### config.mk
export PLATFORM = sky130hd
export DESIGN_NAME = iob_shift_sticky_pipe
export DESIGN_NICKNAME = d
export VERILOG_FILES = /design/src/rtl/iob_shift_sticky_pipe_pkg.sv /design/src/rtl/iob_shift_sticky_stage.sv /design/src/rtl/iob_shift_sticky_pipe.sv
export SDC_FILE = /design/constraint.sdc
export NUM_CORES = 1
export LEC_CHECK = 0
export ABC_AREA = 1
export BUFFER_PORTS_ARGS = -buffer_cell sky130_fd_sc_hd__buf_2
export CORE_MARGIN = 2
export CORE_UTILIZATION = 40
export DETAILED_ROUTE_END_ITERATION = 10
export PLACE_DENSITY_LB_ADDON = 0.2
export SETUP_SLACK_MARGIN = 0.05
export SLEW_MARGIN = 20
export SYNTH_ARGS = -nofsm -noshare
export SYNTH_HDL_FRONTEND = slang
export SYNTH_SLANG_ARGS = --single-unit
### constraint.sdc
create_clock -name clk_i -period 2.3 [get_ports clk_i]
set_input_delay 0.115 -clock clk_i [delete_from_list [all_inputs] [get_ports clk_i]]
set_output_delay 0.115 -clock clk_i [all_outputs]
set_load 0.01 [all_outputs]
### src/rtl/iob_shift_sticky_pipe_pkg.sv
// iob_shift_sticky_pipe_pkg: extra-LSB count and per-stage shift-group bounds (IOB_SHIFT_STICKY_GRS_EN adds guard/round bits)
package iob_shift_sticky_pipe_pkg;
`ifdef IOB_SHIFT_STICKY_GRS_EN
  localparam int XB = 2;
`else
  localparam int XB = 0;
`endif
  function automatic int grp_lo(int l, int s, int i);
    return i * l / s;
  endfunction
  function automatic int grp_hi(int l, int s, int i);
    return (i + 1) * l / s - 1;
  endfunction
endpackage

### src/rtl/iob_shift_sticky_stage.sv
// iob_shift_sticky_stage: combinational shift by one group of shift bits, ORing dropped bits into sticky
module iob_shift_sticky_stage #(
  parameter int EW = 34,
  parameter int L = 5,
  parameter int LO = 0,
  parameter int HI = 2
) (
  input  logic [EW-1:0] x,
  input  logic          s,
  input  logic [L-1:0]  sh,
  output logic [EW-1:0] x_sh,
  output logic          s_sh
);
  localparam logic [L-1:0] GM = L'((1 << (HI + 1)) - (1 << LO));
  logic [L-1:0] amt;
  always_comb begin
    amt = sh & GM;
    x_sh = x >> amt;
    s_sh = s | (|(x & ~({EW{1'b1}} << amt)));
  end
endmodule

### src/rtl/iob_shift_sticky_pipe.sv
// iob_shift_sticky_pipe: pipelined valid/ready right shifter with sticky; guard_o/round_o exist with IOB_SHIFT_STICKY_GRS_EN
module iob_shift_sticky_pipe
  import iob_shift_sticky_pipe_pkg::*;
#(
  parameter int DATA_W = 32,
  parameter int SHIFT_W = 16,
  parameter int STAGES = 2
) (
  input  logic               clk_i,
  input  logic               rst_i,
  input  logic               flush_i,
  input  logic               in_valid_i,
  output logic               in_ready_o,
  input  logic [DATA_W-1:0]  man_i,
  input  logic [SHIFT_W-1:0] shift_i,
  output logic               out_valid_o,
  input  logic               out_ready_i,
  output logic [DATA_W-1:0]  man_o,
  output logic               sticky_o
`ifdef IOB_SHIFT_STICKY_GRS_EN
  ,
  output logic               guard_o,
  output logic               round_o
`endif
);
  localparam int L = $clog2(DATA_W);
  localparam int EW = DATA_W + XB;
  localparam int P2 = 1 << L;
  localparam int SW = SHIFT_W > 32 ? SHIFT_W : 32;
  localparam logic [EW-1:0] LO_MASK = ~({EW{1'b1}} << P2);
  logic adv;
  logic [SW-1:0] shx;
  logic ov, hi;
  logic [EW-1:0] x0;
  logic [EW-1:0] xi [STAGES];
  logic [EW-1:0] xo [STAGES];
  logic [EW-1:0] xq [STAGES];
  logic si [STAGES];
  logic so [STAGES];
  logic sq [STAGES];
  logic vq [STAGES];
  logic [L-1:0] shi [STAGES];
  logic [L-1:0] shq [STAGES];
  assign out_valid_o = vq[STAGES-1];
  assign adv = ~out_valid_o | out_ready_i;
  assign in_ready_o = adv & ~flush_i;
  always_comb begin
    shx = SW'(shift_i);
    x0 = EW'(man_i) << XB;
    ov = shx >= SW'(EW);
    hi = shx >= SW'(P2);
    xi[0] = ov ? '0 : hi ? x0 >> P2 : x0;
    si[0] = ov ? |man_i : hi && (|(x0 & LO_MASK));
    shi[0] = shift_i[L-1:0];
    for (int i = 1; i < STAGES; i++) begin
      xi[i] = xq[i-1];
      si[i] = sq[i-1];
      shi[i] = shq[i-1];
    end
  end
  for (genvar k = 0; k < STAGES; k++) begin : g_st
    iob_shift_sticky_stage #(
      .EW(EW),
      .L(L),
      .LO(grp_lo(L, STAGES, k)),
      .HI(grp_hi(L, STAGES, k))
    ) u_st (
      .x(xi[k]),
      .s(si[k]),
      .sh(shi[k]),
      .x_sh(xo[k]),
      .s_sh(so[k])
    );
  end
  always_ff @(posedge clk_i) begin
    if (rst_i) begin
      for (int i = 0; i < STAGES; i++) begin
        xq[i] <= '0;
        sq[i] <= 1'b0;
        shq[i] <= '0;
        vq[i] <= 1'b0;
      end
    end else begin
      if (adv) begin
        for (int i = 0; i < STAGES; i++) begin
          xq[i] <= xo[i];
          sq[i] <= so[i];
          shq[i] <= shi[i];
        end
      end
      vq[0] <= ~flush_i & (adv ? in_valid_i : vq[0]);
      for (int i = 1; i < STAGES; i++) vq[i] <= ~flush_i & (adv ? vq[i-1] : vq[i]);
    end
  end
  always_comb begin
    man_o = xq[STAGES-1][EW-1 -: DATA_W];
    sticky_o = sq[STAGES-1];
`ifdef IOB_SHIFT_STICKY_GRS_EN
    guard_o = xq[STAGES-1][1];
    round_o = xq[STAGES-1][0];
`endif
  end
endmodule

After elaboration in Yosys (flattened, before gate mapping)
Memories as Yosys holds them, arrays and structs flattened.
Index checks and enable logic that the tools add are counted.
- bitwise logic cells: 20
- multiplexer cells: 18
- order comparisons: 1
- shift operators: 4
- reduce and logical (&&, ||, !) cells: 4
- operators by type and width (kind ; number):
    two-way mux 32 bit ; 3
    OR reduction 32 bit ; 3
    AND 32 bit ; 2
    NOT 32 bit ; 2
    << shifter 32 x 2 -> 32 bit, first input constant ; 1
    << shifter 32 x 5 -> 32 bit, first input constant ; 1
    >> shifter 32 x 2 -> 32 bit ; 1
    >> shifter 32 x 5 -> 32 bit ; 1
    greater-or-equal comparator 16 x 6 -> 1 bit, second input constant ; 1
    two-way mux 1 bit ; 13
    bitwise OR 1 bit ; 11
    two-way mux 5 bit ; 2
    AND 1 bit ; 3
    NOT 1 bit ; 2
    logical AND 1 bit ; 1
- memory bits (writable): 78
- input bits: 53
- register bits after elaboration: 0
- memories kept: 4
- memory list (name ; depth ; bits a word ; read ports ; clocked after Yosys merged registers in ; wr ports ; line ; text):
    xq ; 2 ; 32 ; 2 ; 0 ; 2 ; iob_shift_sticky_pipe.sv:37 ; logic [EW-1:0] xq [STAGES];
    shq ; 2 ; 5 ; 1 ; 0 ; 2 ; iob_shift_sticky_pipe.sv:43 ; logic [L-1:0] shq [STAGES];
    sq ; 2 ; 1 ; 2 ; 0 ; 2 ; iob_shift_sticky_pipe.sv:40 ; logic sq [STAGES];
    vq ; 2 ; 1 ; 2 ; 0 ; 2 ; iob_shift_sticky_pipe.sv:41 ; logic vq [STAGES];

Depth between registers and ports, before layout
Gate-level depths: netlist of run 1.
An unclocked memory read counts as a cell.
- word-level depth: 7
- mapped depth: 9
- depth with buffers taken out: 8

Cells and area by module
Synthesis of run 1 repeated with hierarchy kept, for this count alone.
- cell total of the unflattened synthesis: 804
- area, all modules: 5442.7 µm²
- modules (own cells, without submodules) (module ; cells each ; times used ; seq. area each (µm²) ; area an instance (µm²)):
    iob_shift_sticky_pipe ; 342 ; 1 ; 2172.1 ; 3373.2
    iob_shift_sticky_stage at g_st[1].u_st ; 253 ; 1 ; 0.0 ; 1148.6
    iob_shift_sticky_stage at g_st[0].u_st ; 209 ; 1 ; 0.0 ; 920.9

Worst setup path before layout of run 1
Ideal clock, no wire load.
- path type: reg-to-reg
- start: mem vq[1][0] (netlist: vq[0][1])
- end: mem shq[0][2], enable pin
- buffers on the path: 0
- arrival time: 1.751 ns
- path slack: -0.174 ns
- setup time: 0.723 ns
- period minus slack after synthesis: 2.474 ns
- cell stages (with the launch flop): 4
- cell sequence: dfxtp_1 inv_1 nor2_4 nand2_1
- RTL lines (item ; line):
    start, declared ; iob_shift_sticky_pipe.sv:41
    end, declared ; iob_shift_sticky_pipe.sv:43

==> metrics.csv, run 1 <==
stage;metric;value;unit
outcome;status;complete, no violations;
sta;finalSetupTns;0;ns
routing;viasPerCell;5.22;
die;fp.coreArea;10800;um^2
yosys;syn-cell-area;4420;um^2
critical_path;cp.required;2.36;ns
layout;diodes;0;
sta;clock-skew-final;0.0113;ns
sta;slew_violations;0;
cts;clk_pin_slew;0.07;ns
yosys;synthTopCellsByCount;nand2_1 (203), edfxtp_1 (69), nor2_1 (67), nand4_1 (62), o21ai_0 (35);
yosys;async_flop_share;0;%
yosys;synth_ff_type;edfxtp_1;
die;num_rows;38;
routing;post_drt_wl_per_cell;13.3;um
critical_path;critPathCaptureType;flip-flop;
power;powerDensity;566;nW/um^2
yosys;ys_ff_latch;71;
routing;drc;0;
cts;clk_latency;0.34;ns
die;start_util;41.0;%
grt;use_met3;1.79;%
cts;numCtsBuffers;9;
yosys;synth_warnings;0;
die;die_y;109;um
sta;setup_viol;0;
yosys;synthesis.nets;622;
grt;grt-ovfl-total;0;
power;intPower;2.25;mW
grt;grtUsageTotal;18.0;%
cts;post_cts_buffers;0;
sta;min_period_over_period;74.1;%
sta;final_hold_viol_count;0;
routing;first_pass_iters;4;
power;p_leak;2.45;nW
die;num_io_pins;88;
power;vdd_ir_drop_max;398;uV
job;max_cap_viol_count;0;
power;seqPwrFrac;50.4;%
yosys;yosys.area.top_type;edfxtp_1;
die;die_area;11900;um^2
layout;multiInputGateArea;1960;um^2
sta;max-slew-margin-rel;64.1;%
yosys;ys_top_cells_by_area;edfxtp_1 (47%), nand2_1 (17%), nand4_1 (8.8%);
grt;met2_usage;29.1;%
cts;clock_path_buffers;2;
layout;final_nets;689;
placement;finalWeightedCongestion;0.941;
layout;syn2layout_area_growth;15.4;%
layout;nFillCells;1090;
yosys;synth-edff-count;69;
cts;cts_root_buffer;clkbuf_8;
grt;grt_pass1_wl;16700;um
routing;postRouteAntennaNets;0;
power;p_total;2.88;mW
yosys;yosysUniqueCellTypes;27;
yosys;synth_area_per_cell;7.77;um^2
cts;htree_levels;3;
sta;rsz0062_at_grt;false;
yosys;seq_area_frac_synth;47.8;%
routing;drt_wl_total;10400;um
grt;grt_max_degree;70;
sta;worstMarginPinSlew;0.538;ns
grt;gr-max-usage-layer;met2;
critical_path;path_class;reg2reg;
cts;cts_sinks;71;
die;die_w;109;um
grt;first_global_vias;3575;
layout;drive_gt1_share;18.8;%
placement;placement.io_buffers;87;
yosys;synth_top_area_share;46.9;%
layout;seq_area;2110;um^2
grt;antenna_found_initial;0;
cts;cts-resized-gates;0;
yosys;yosysMostFrequentCell;nand2_1;
grt;use_met1;24.4;%
cts;postCtsHoldBufs;0;
cts;cts_tree;built;
routing;vias;4071;
sta;max_freq;0.587;GHz
routing;drt_iter0_markers;161;
critical_path;cp-start-kind;flip-flop;
worst_hold_path;hold_path.class;in2reg;
power;clkPwrFrac;38.8;%
power;comb_power_share;10.8;%
yosys;syn_inst;569;
power;switching_share;21.9;%
critical_path;arrival;1.76;ns
placement;hpwl;7890;um
critical_path;crit_path_max_fanout;37;
power;p_switching;0.632;mW
sta;min_period;1.70;ns
==> power by group through the flow <==
stage	Combinational, mW	Clock [mW]	Sequential [mW]
detailed placement	0.308	0	1.48
CTS	0.308	1.14	1.45
global placement	0.303	0	1.48
floorplan	0.173	0	1.50
global route	0.347	1.19	1.46
finish	0.310	1.12	1.45
==> worst max-delay path: stages (launching register included) <==
cell	delay (ns)
edfxtp_1	0.38
buf_4	0.26
o21ai_0	0.31
nor2_1	0.07
a21oi_1	0.25
o21ai_0	0.15
==> cells in the final DEF (no fill, tap or decap), types with 2 or more instances in the layout <==
master and instances:
or2_2 4, a22oi_1 2, o21ai_1 5, inv_1 28, buf_2 87, o21ai_0 35
nor2_1 67, nand2_1 202, nand4_1 62, edfxtp_1 69, buf_4 8, a21oi_1 14
clkbuf_8 9, nand3_1 19, bufinv_16 3, inv_2 2, clkinv_1 2, o211ai_1 3
nor2_4 2, mux2i_1 6, dfxtp_1 2
==> metal layers <==
metal / wire length, um / share of wire [%] / vias up
li1: - / - / 2065
met1: 4790 / 46 / 1834
met2: 4740 / 46 / 152
met3: 634 / 6.1 / 20
met4: 232 / 2.2 / 0
met5: 0 / 0 / -
==> sequential cells by signal, indices dropped and copies added (netlist names) <==
signal,count
shq,3
sq,2
vq,2
xq,64
==> final timing paths <==
path,to,cells after the start,slack [ns],start
max reg2reg,xq[0][37],5,0.60,shq[0][2]
max,xq[0][37],5,0.60,shq[0][2]
min reg2reg,vq[0][0],2,0.46,vq[0][0]
min,vq[0][1],4,0.04,flush_i
==> cell type report <==
type | instances | share of cell area (%)
well taps | 140 | 3.43
inverters | 30 | 2.21
clock inverters | 5 | 1.91
repair buffers | 96 | 10.1
flip-flops and latches | 71 | 41.4
multi-input cells | 428 | 38.4
clock buffers | 10 | 2.50
==> kinds of logic after synthesis <==
group                  share of synthesized area (%)
AOI/OAI and AO/OA                               7.27
DFF                                             47.8
and+or+nand+nor                                 35.5
buffers and inverters                           8.09
muxes                                           1.36
==> stage by stage <==
step           cells  worst slack, ns  utilization, %  instance area (um^2)  hold WS [ns]
4_1_cts          780            0.618            47.3                  5100        0.0248
3_3_place_gp     765            0.680            45.2                  4880         0.382
6_report         780            0.596            47.3                  5100        0.0390
5_1_grt          780            0.529            47.3                  5100        0.0712
2_1_floorplan    569            0.515               -                  4420         0.275
3_5_place_dp     765            0.625            45.2                  4880         0.395
No activity file was read; power rests on OpenSTA's default activity.
==> inputs of run 2 (changes only) <==
--- a/config.mk
+++ b/config.mk
@@ -5,7 +5,7 @@
 export SDC_FILE = /design/constraint.sdc
 export NUM_CORES = 1
 export LEC_CHECK = 0
-export ABC_AREA = 1
+export ABC_AREA = 0
 export BUFFER_PORTS_ARGS = -buffer_cell sky130_fd_sc_hd__buf_2
 export CORE_MARGIN = 2
 export CORE_UTILIZATION = 40
==> constraint.sdc (replaced) <==
create_clock -name clk_i -period 1.5 [get_ports clk_i]
set_input_delay 0.075 -clock clk_i [delete_from_list [all_inputs] [get_ports clk_i]]
set_output_delay 0.075 -clock clk_i [all_outputs]
set_load 0.01 [all_outputs]
==> run 2 against run 1 <==
The run now ends with setup timing left; via count decreased by 16%; clock power increased by 62%; register-to-register slack got worse by 0.70 ns; sequential cell count unchanged; first-iteration DRC count decreased by 50%; utilization increased by 9.7 points; sequential power increased by 52%; wire length increased by 5.2%; clock-buffer cell count unchanged.
==> metrics.csv, run 2 <==
stage;metric;value;unit;change
outcome;status;finished, violations left;;
outcome;violations;setup timing;;
sta;fin_ws;-0.104;ns;-0.700 ns
yosys;synth-edff-count;69;;unchanged
yosys;seq_area_frac_synth;47.8;%;about the same
yosys;synth_xor_area_share;0;%;unchanged
die;fp.coreArea;10800;um^2;unchanged
cts;clock_path_buffers;2;;unchanged
routing;viasPerCell;5.41;;+3.7%
grt;grt_max_degree;38;;-46%
yosys;synth-compound-area-share;6.09;%;-1.2 points
critical_path;reg2reg_depth;5;;unchanged
layout;final_util;57.0;%;+9.7 points
sta;min_period;1.60;ns;-0.100 ns
placement;placement.io_buffers;87;;unchanged
sta;finalSetupTns;-0.875;ns;-0.875 ns
power;p_leak;2.51;nW;+2.5%
power;seqPwrFrac;46.1;%;-4.3 points
layout;drive_gt1_share;53.2;%;+34 points
placement;finalWeightedCongestion;0.870;;-7.5%
yosys;syn_inst;336;;-41%
critical_path;cp-start-kind;flip-flop;;
cts;cts_tree;built;;
power;clkPwrFrac;37.9;%;-0.9 points
power;intPower;3.70;mW;+64%
die;die_y;109;um;about the same
cts;clk_latency;0.35;ns;about the same
yosys;ys_ff_latch;71;;unchanged
critical_path;path_buf_inv;1;;unchanged
power;vdd_ir_drop_max;570;uV;+43%
sta;slew_violations;0;;unchanged
yosys;synthTopCellsByCount;edfxtp_1 (69), nor2b_1 (41), mux4_2 (35), nor2_1 (31), mux2i_1 (30);;
yosys;synth_top_family_by_area;multiplexers;;
layout;top_regs;xq: 64 flops, shq: 3 flops;;
power;p_switching;1.06;mW;+68%
layout;top_register;xq;;
yosys;synth_adder_area_share;0;%;unchanged
sta;min_period_over_period;107;%;+33 points
yosys;synth_top_area_share;46.9;%;about the same
critical_path;cp.required;1.61;ns;-0.75 ns
grt;grt_pass1_wl;16400;um;-1.9%
routing;drc;0;;unchanged
placement;hpwl;7840;um;-0.70%
yosys;yosys.area.top_type;edfxtp_1;;
critical_path;crit_path_max_incr_delay;0.46;ns;+0.08 ns
grt;first_global_vias;3281;;-8.2%
yosys;synth_mux_area_share;25.2;%;+24 points
die;num_io_pins;88;;unchanged
routing;vias;3415;;-16%
sta;rsz0062_at_grt;true;;
cts;numCtsBuffers;9;;unchanged
critical_path;critPathTopFamily;multiplexers;;
sta;final_hold_viol_count;0;;unchanged
sta;setup_viol;17;;+17
routing;first_pass_iters;5;;+1
sta;max_freq;0.624;GHz;+6.2%
worst_hold_path;holdPathStages;2;;-2
critical_path;crit_path_top_delay_cell;mux4_2;;
yosys;syn-cell-area;4420;um^2;about the same
job;max_cap_viol_count;0;;unchanged
critical_path;path_cells;buf_6, mux4_2, nor2b_1, a31oi_1, nor2_1;;
sta;max-slew-margin-rel;77.9;%;+14 points
cts;cts_root_buffer;clkbuf_8;;
yosys;yosysMostFrequentCell;edfxtp_1;;
layout;layout_common_cells;buf_2 (88), edfxtp_1 (69), buf_4 (53), nor2b_1 (38), mux4_2 (36);;
yosys;yosysUniqueCellTypes;36;;+33%
yosys;ys_top_cells_by_area;edfxtp_1 (47%), mux4_2 (18%), mux2i_1 (6.8%);;
worst_hold_path;hold_path.class;in2reg;;
yosys;synth_ff_type;edfxtp_1;;
cts;htree_levels;3;;unchanged
yosys;async_flop_share;0;%;unchanged
routing;postRouteAntennaNets;0;;unchanged
yosys;synthesis.nets;389;;-37%
routing;post_drt_wl_per_cell;17.3;um;+30%
routing;drt_iter0_markers;81;;-50%
die;die_w;109;um;about the same
layout;diodes;0;;unchanged
cts;clk_pin_slew;0.07;ns;about the same
yosys;synth_area_per_cell;13.1;um^2;+69%
layout;final_nets;539;;-22%
yosys;synth-simple-area-share;16.7;%;-19 points
die;num_rows;38;;unchanged
grt;grt-ovfl-total;0;;unchanged
grt;antenna_found_initial;0;;unchanged
die;die_area;11900;um^2;about the same
layout;layout_commonest_cell;buf_2;;
yosys;synth_warnings;0;;unchanged
sta;clock-skew-final;0.0112;ns;-0.000118 ns
critical_path;critPathCaptureType;flip-flop;;
sta;worstMarginPinSlew;0.328;ns;-0.210 ns
critical_path;crit_cells;5;;unchanged
grt;grtUsageTotal;18.2;%;+0.27 points
power;powerDensity;775;nW/um^2;+37%
cts;cts_sinks;71;;unchanged
die;start_util;40.9;%;about the same
power;p_total;4.77;mW;+65%
power;switching_share;22.3;%;+0.40 points
power;comb_power_share;15.9;%;+5.1 points
layout;largest_reg_flops;64;;unchanged
critical_path;crit_path_max_fanout;2;;-95%
critical_path;path_class;reg2reg;;
layout;syn2layout_area_growth;39.1;%;
routing;drt_wl_total;10900;um;+5.2%
critical_path;arrival;1.71;ns;-0.05 ns
## run 2: cell count changes after synthesis, moves of 6 or more
| cell | before | now |
|---|---|---|
| mux2i_1 | 6 | 30 |
| nor4_1 | 0 | 14 |
| nor2_1 | 67 | 31 |
| nand2_1 | 203 | 6 |
| o21ai_0 | 35 | 3 |
| a211oi_1 | 1 | 14 |
| nor2b_1 | 0 | 41 |
| inv_1 | 28 | 1 |
| nand3_1 | 19 | 1 |
| clkbuf_1 | 9 | 3 |
| nor3_1 | 1 | 9 |
| mux4_2 | 0 | 35 |
| nand4_1 | 62 | 3 |
## run 2: routing by layer
layer / GRT usage [%] / vias to the layer above / routed length [um]
li1: - / 1632 / -
met1: 22.9 / 1633 / 4650
met2: 30.4 / 128 / 5430
met3: 4.06 / 22 / 564
met4: 7.51 / 0 / 291
met5: 0 / - / 0
## run 2: cells by family after synthesis
| family | Yosys count |
|---|---|
| AND/OR/NAND/NOR | 131 |
| flip-flops | 71 |
| buffers and inverters | 28 |
| multiplexers | 66 |
| AO/OA/AOI/OAI | 40 |
## run 2: cell type report
type	count	area, um^2
Clock buffer	10	128
Fill cell	890	4650
Multi-Input combinational cell	238	2400
Clock inverter	6	109
Inverter	1	3.75
Tap cell	140	175
Timing Repair Buffer	165	1220
Sequential cell	71	2110
## run 2: through the flow
step	hold slack (ns)	std cells	setup slack, ns	cell area [um^2]
after floorplan	0.152	336	-0.0840	4440
after global placement	0.267	595	-0.101	5350
after detailed placement	0.282	595	-0.127	5350
after CTS	0.00440	616	-0.0887	5730
after global routing	0.0106	631	-0.167	6150
final	0.0236	631	-0.104	6150
## run 2: timing repair
action                     CTS  global route
gates cloned                 1             6
hold buffers                 3             1
setup buffers                1             8
resized for setup           20            54
pin swaps                    6            10
hold endpoints to repair     3             1
setup endpoints to repair   33            64
## run 2: power groups by stage
stage	Combinational, mW	Clock, mW	Sequential, mW
floorplan	0.385	0	2.25
global route	0.811	1.94	2.20
global placement	0.611	0	2.24
finish	0.759	1.81	2.20
CTS	0.653	1.85	2.20
detailed placement	0.617	0	2.24
## run 2: final timing paths
check                   from         to  slack [ns]
hold reg to reg     vq[0][0]   vq[0][1]        0.50
setup / recovery   xq[0][25]  xq[0][45]       -0.10
hold / removal    shift_i[2]  shq[0][2]        0.02
setup reg to reg   xq[0][25]  xq[0][45]       -0.10
==> inputs of run 3 (changes only) <==
--- a/config.mk
+++ b/config.mk
@@ -7,9 +7,12 @@
 export LEC_CHECK = 0
 export ABC_AREA = 0
 export BUFFER_PORTS_ARGS = -buffer_cell sky130_fd_sc_hd__buf_2
+export CELL_PAD_IN_SITES_DETAIL_PLACEMENT = 0
+export CELL_PAD_IN_SITES_GLOBAL_PLACEMENT = 1
 export CORE_MARGIN = 2
 export CORE_UTILIZATION = 40
 export DETAILED_ROUTE_END_ITERATION = 10
+export MAX_ROUTING_LAYER = met4
 export PLACE_DENSITY_LB_ADDON = 0.2
 export SETUP_SLACK_MARGIN = 0.05
 export SLEW_MARGIN = 20
==> run 3 against run 2 <==
The flow still finishes with violations (setup timing); clock power fell by 11%; fmax decreased by 0.75%; clock skew fell by 0.0047 ns; sequential cell count stayed put; global-route usage is 2.7 points higher; via count is 0.12% higher; sequential power hardly changed; clock-buffer cell count up 1; total power decreased by 4.5%; register-to-register slack about the same.
==> metrics.csv, run 3 (synthesis gave the netlist of run 2 again) <==
stage;metric;value;unit;change
outcome;violations;setup timing;;
critical_path;arrival;1.73;ns;+0.02 ns
placement;placement.io_buffers;87;;unchanged
layout;diodes;0;;unchanged
grt;grt-ovfl-total;0;;unchanged
cts;cts_sinks;71;;unchanged
sta;slew_violations;0;;unchanged
routing;postRouteAntennaNets;0;;unchanged
critical_path;cp.required;1.61;ns;about the same
die;die_y;109;um;unchanged
placement;dpl_cell_area;5370;um^2;+0.33%
sta;fin_ws;-0.116;ns;-0.0120 ns
sta;max-slew-margin-rel;75.7;%;-2.2 points
routing;first_pass_iters;4;;-1
cts;clock_path_buffers;2;;unchanged
grt;grt_pass1_wl;18000;um;+10%
sta;setup_viol;15;;-2
critical_path;r2r_setup_slack;-0.12;ns;about the same
die;fp.coreArea;10800;um^2;unchanged
layout;multiInputGateArea;2380;um^2;-0.68%
critical_path;startpoint;shq[0][2];;
sta;finalSetupTns;-1.12;ns;-0.246 ns
critical_path;path_cells;buf_6, mux4_2, nor2b_4, a31oi_1, nor2_1;;
grt;first_global_vias;3393;;+3.4%
cts;cts_root_buffer;clkbuf_8;;
layout;largest_reg_flops;64;;unchanged
layout;final_area;6050;um^2;-1.6%
placement;place_inst;594;;-0.17%
layout;layout_commonest_cell;buf_2;;
worst_hold_path;hold_path.class;in2reg;;
cts;numCtsBuffers;9;;unchanged
critical_path;crit_path_top_delay_cell;mux4_2;;
critical_path;path_class;reg2reg;;
routing;drt_iter0_markers;148;;+83%
critical_path;crit_path_max_incr_delay;0.50;ns;+0.04 ns
layout;final_util;56.0;%;-0.92 points
layout;drive_gt1_share;53.7;%;+0.56 points
die;num_io_pins;88;;unchanged
die;die_area;11900;um^2;unchanged
cts;clk_latency;0.35;ns;about the same
grt;grt_max_degree;33;;-13%
layout;top_regs;xq: 64 flops, shq: 3 flops;;
layout;syn2layout_area_growth;36.9;%;
critical_path;crit_end;xq[0][46];;
critical_path;critPathTopFamily;multiplexers;;
routing;drc;0;;unchanged
sta;rsz0062_at_grt;true;;
layout;instances_no_fill;624;;-1.1%
power;p_leak;2.44;nW;-2.7%
critical_path;reg2reg_depth;5;;unchanged
power;powerDensity;752;nW/um^2;-3.0%
power;vdd_ir_drop_max;378;uV;-34%
layout;seq_area;2110;um^2;unchanged
layout;layout_common_cells;buf_2 (87), edfxtp_1 (69), buf_4 (47), mux4_2 (36), nor2b_1 (29);;
layout;final_nets;532;;-1.3%
sta;min_period;1.62;ns;+0.0120 ns
routing;post_drt_wl_per_cell;18.0;um;+4.0%
die;num_rows;38;;unchanged
job;max_cap_viol_count;0;;unchanged
grt;antenna_found_initial;0;;unchanged
die;start_util;40.9;%;unchanged
die;die_w;109;um;unchanged
layout;top_register;xq;;
critical_path;path_buf_inv;1;;unchanged
placement;hpwl;8250;um;+5.3%
critical_path;cp-start-kind;flip-flop;;
cts;htree_levels;3;;unchanged
layout;nFillCells;922;;+3.6%
cts;cts_tree;built;;
outcome;status;finished, violations left;;
cts;clk_pin_slew;0.08;ns;about the same
routing;drt_wl_total;11200;um;+2.8%
sta;max_freq;0.619;GHz;-0.75%
routing;viasPerCell;5.48;;+1.2%
critical_path;crit_cells;5;;unchanged
sta;final_hold_viol_count;0;;unchanged
routing;vias;3419;;+0.12%
sta;clock-skew-final;0.00648;ns;-0.00475 ns
sta;min_period_over_period;108;%;+0.80 points
grt;grtUsageTotal;21.0;%;+2.7 points
critical_path;r2r_end;xq[0][46];;
critical_path;crit_path_max_fanout;7;;+5
placement;finalWeightedCongestion;0.867;;-0.41%
sta;worstMarginPinSlew;0.362;ns;+0.0340 ns
critical_path;r2r_start;shq[0][2];;
critical_path;critPathCaptureType;flip-flop;;
==> run 3: cell types whose count changed in the layout (fill, tap and decap cells not counted), sizes merged <==
cell and change:
dlygate4sd3 +1, buf -6, clkinvlp +1, bufinv -2, or2 +1, inv +2, clkbuf -2, clkinv -2
==> run 3: final cells by class <==
cell class,count,area share (%)
Multi-Input combinational cell,239,39.4
Sequential cell,71,34.9
Timing Repair Buffer,157,19.1
Tap cell,140,2.90
Clock buffer,11,2.50
Clock inverter,5,1.06
Inverter,1,0.0621
==> run 3: worst min path at each step <==
stage / start / endpoint / cells past startpoint
6_report: shift_i[4] / shq[0][4] / 2
5_1_grt: shift_i[4] / shq[0][4] / 2
4_1_cts: shift_i[4] / shq[0][4] / 2
3_5_place_dp: flush_i / vq[0][1] / 2
3_3_place_gp: flush_i / vq[0][1] / 2
2_1_floorplan: flush_i / vq[0][0] / 1
==> run 3: per-layer routing <==
layer | part of all wire, % | up-vias | global-route usage [%]
met4 | 2.7 | 0 | 8.52
li1 | - | 1622 | -
met5 | 0 | - | -
met3 | 4.4 | 18 | 3.41
met2 | 51 | 116 | 34.6
met1 | 42 | 1663 | 25.7
==> run 3: report_power, final <==
| part | switching (mW) | internal, mW | total [mW] |
|---|---|---|---|
| clock | 0.740 | 0.873 | 1.61 |
| sequential | 0.0148 | 2.18 | 2.20 |
| combinational | 0.330 | 0.410 | 0.740 |
| total | 1.09 | 3.46 | 4.55 |
==> run 3: stage by stage <==
step	power [mW]	hold slack, ns	setup WS (ns)
after detailed placement	2.88	0.276	-0.116
after global placement	2.86	0.272	-0.141
after floorplan	2.64	0.152	-0.0840
final	4.55	0.0127	-0.116
after CTS	4.55	0.00402	-0.0931
after global routing	4.74	0.000405	-0.182
==> run 3: repair_timing <==
action,in CTS,in global routing
hold buffers,5,1
buffers inserted,2,3
hold endpoints to repair,3,1
setup endpoints to repair,32,52
gates cloned,4,0
resized for setup,31,44
pin swaps,8,6
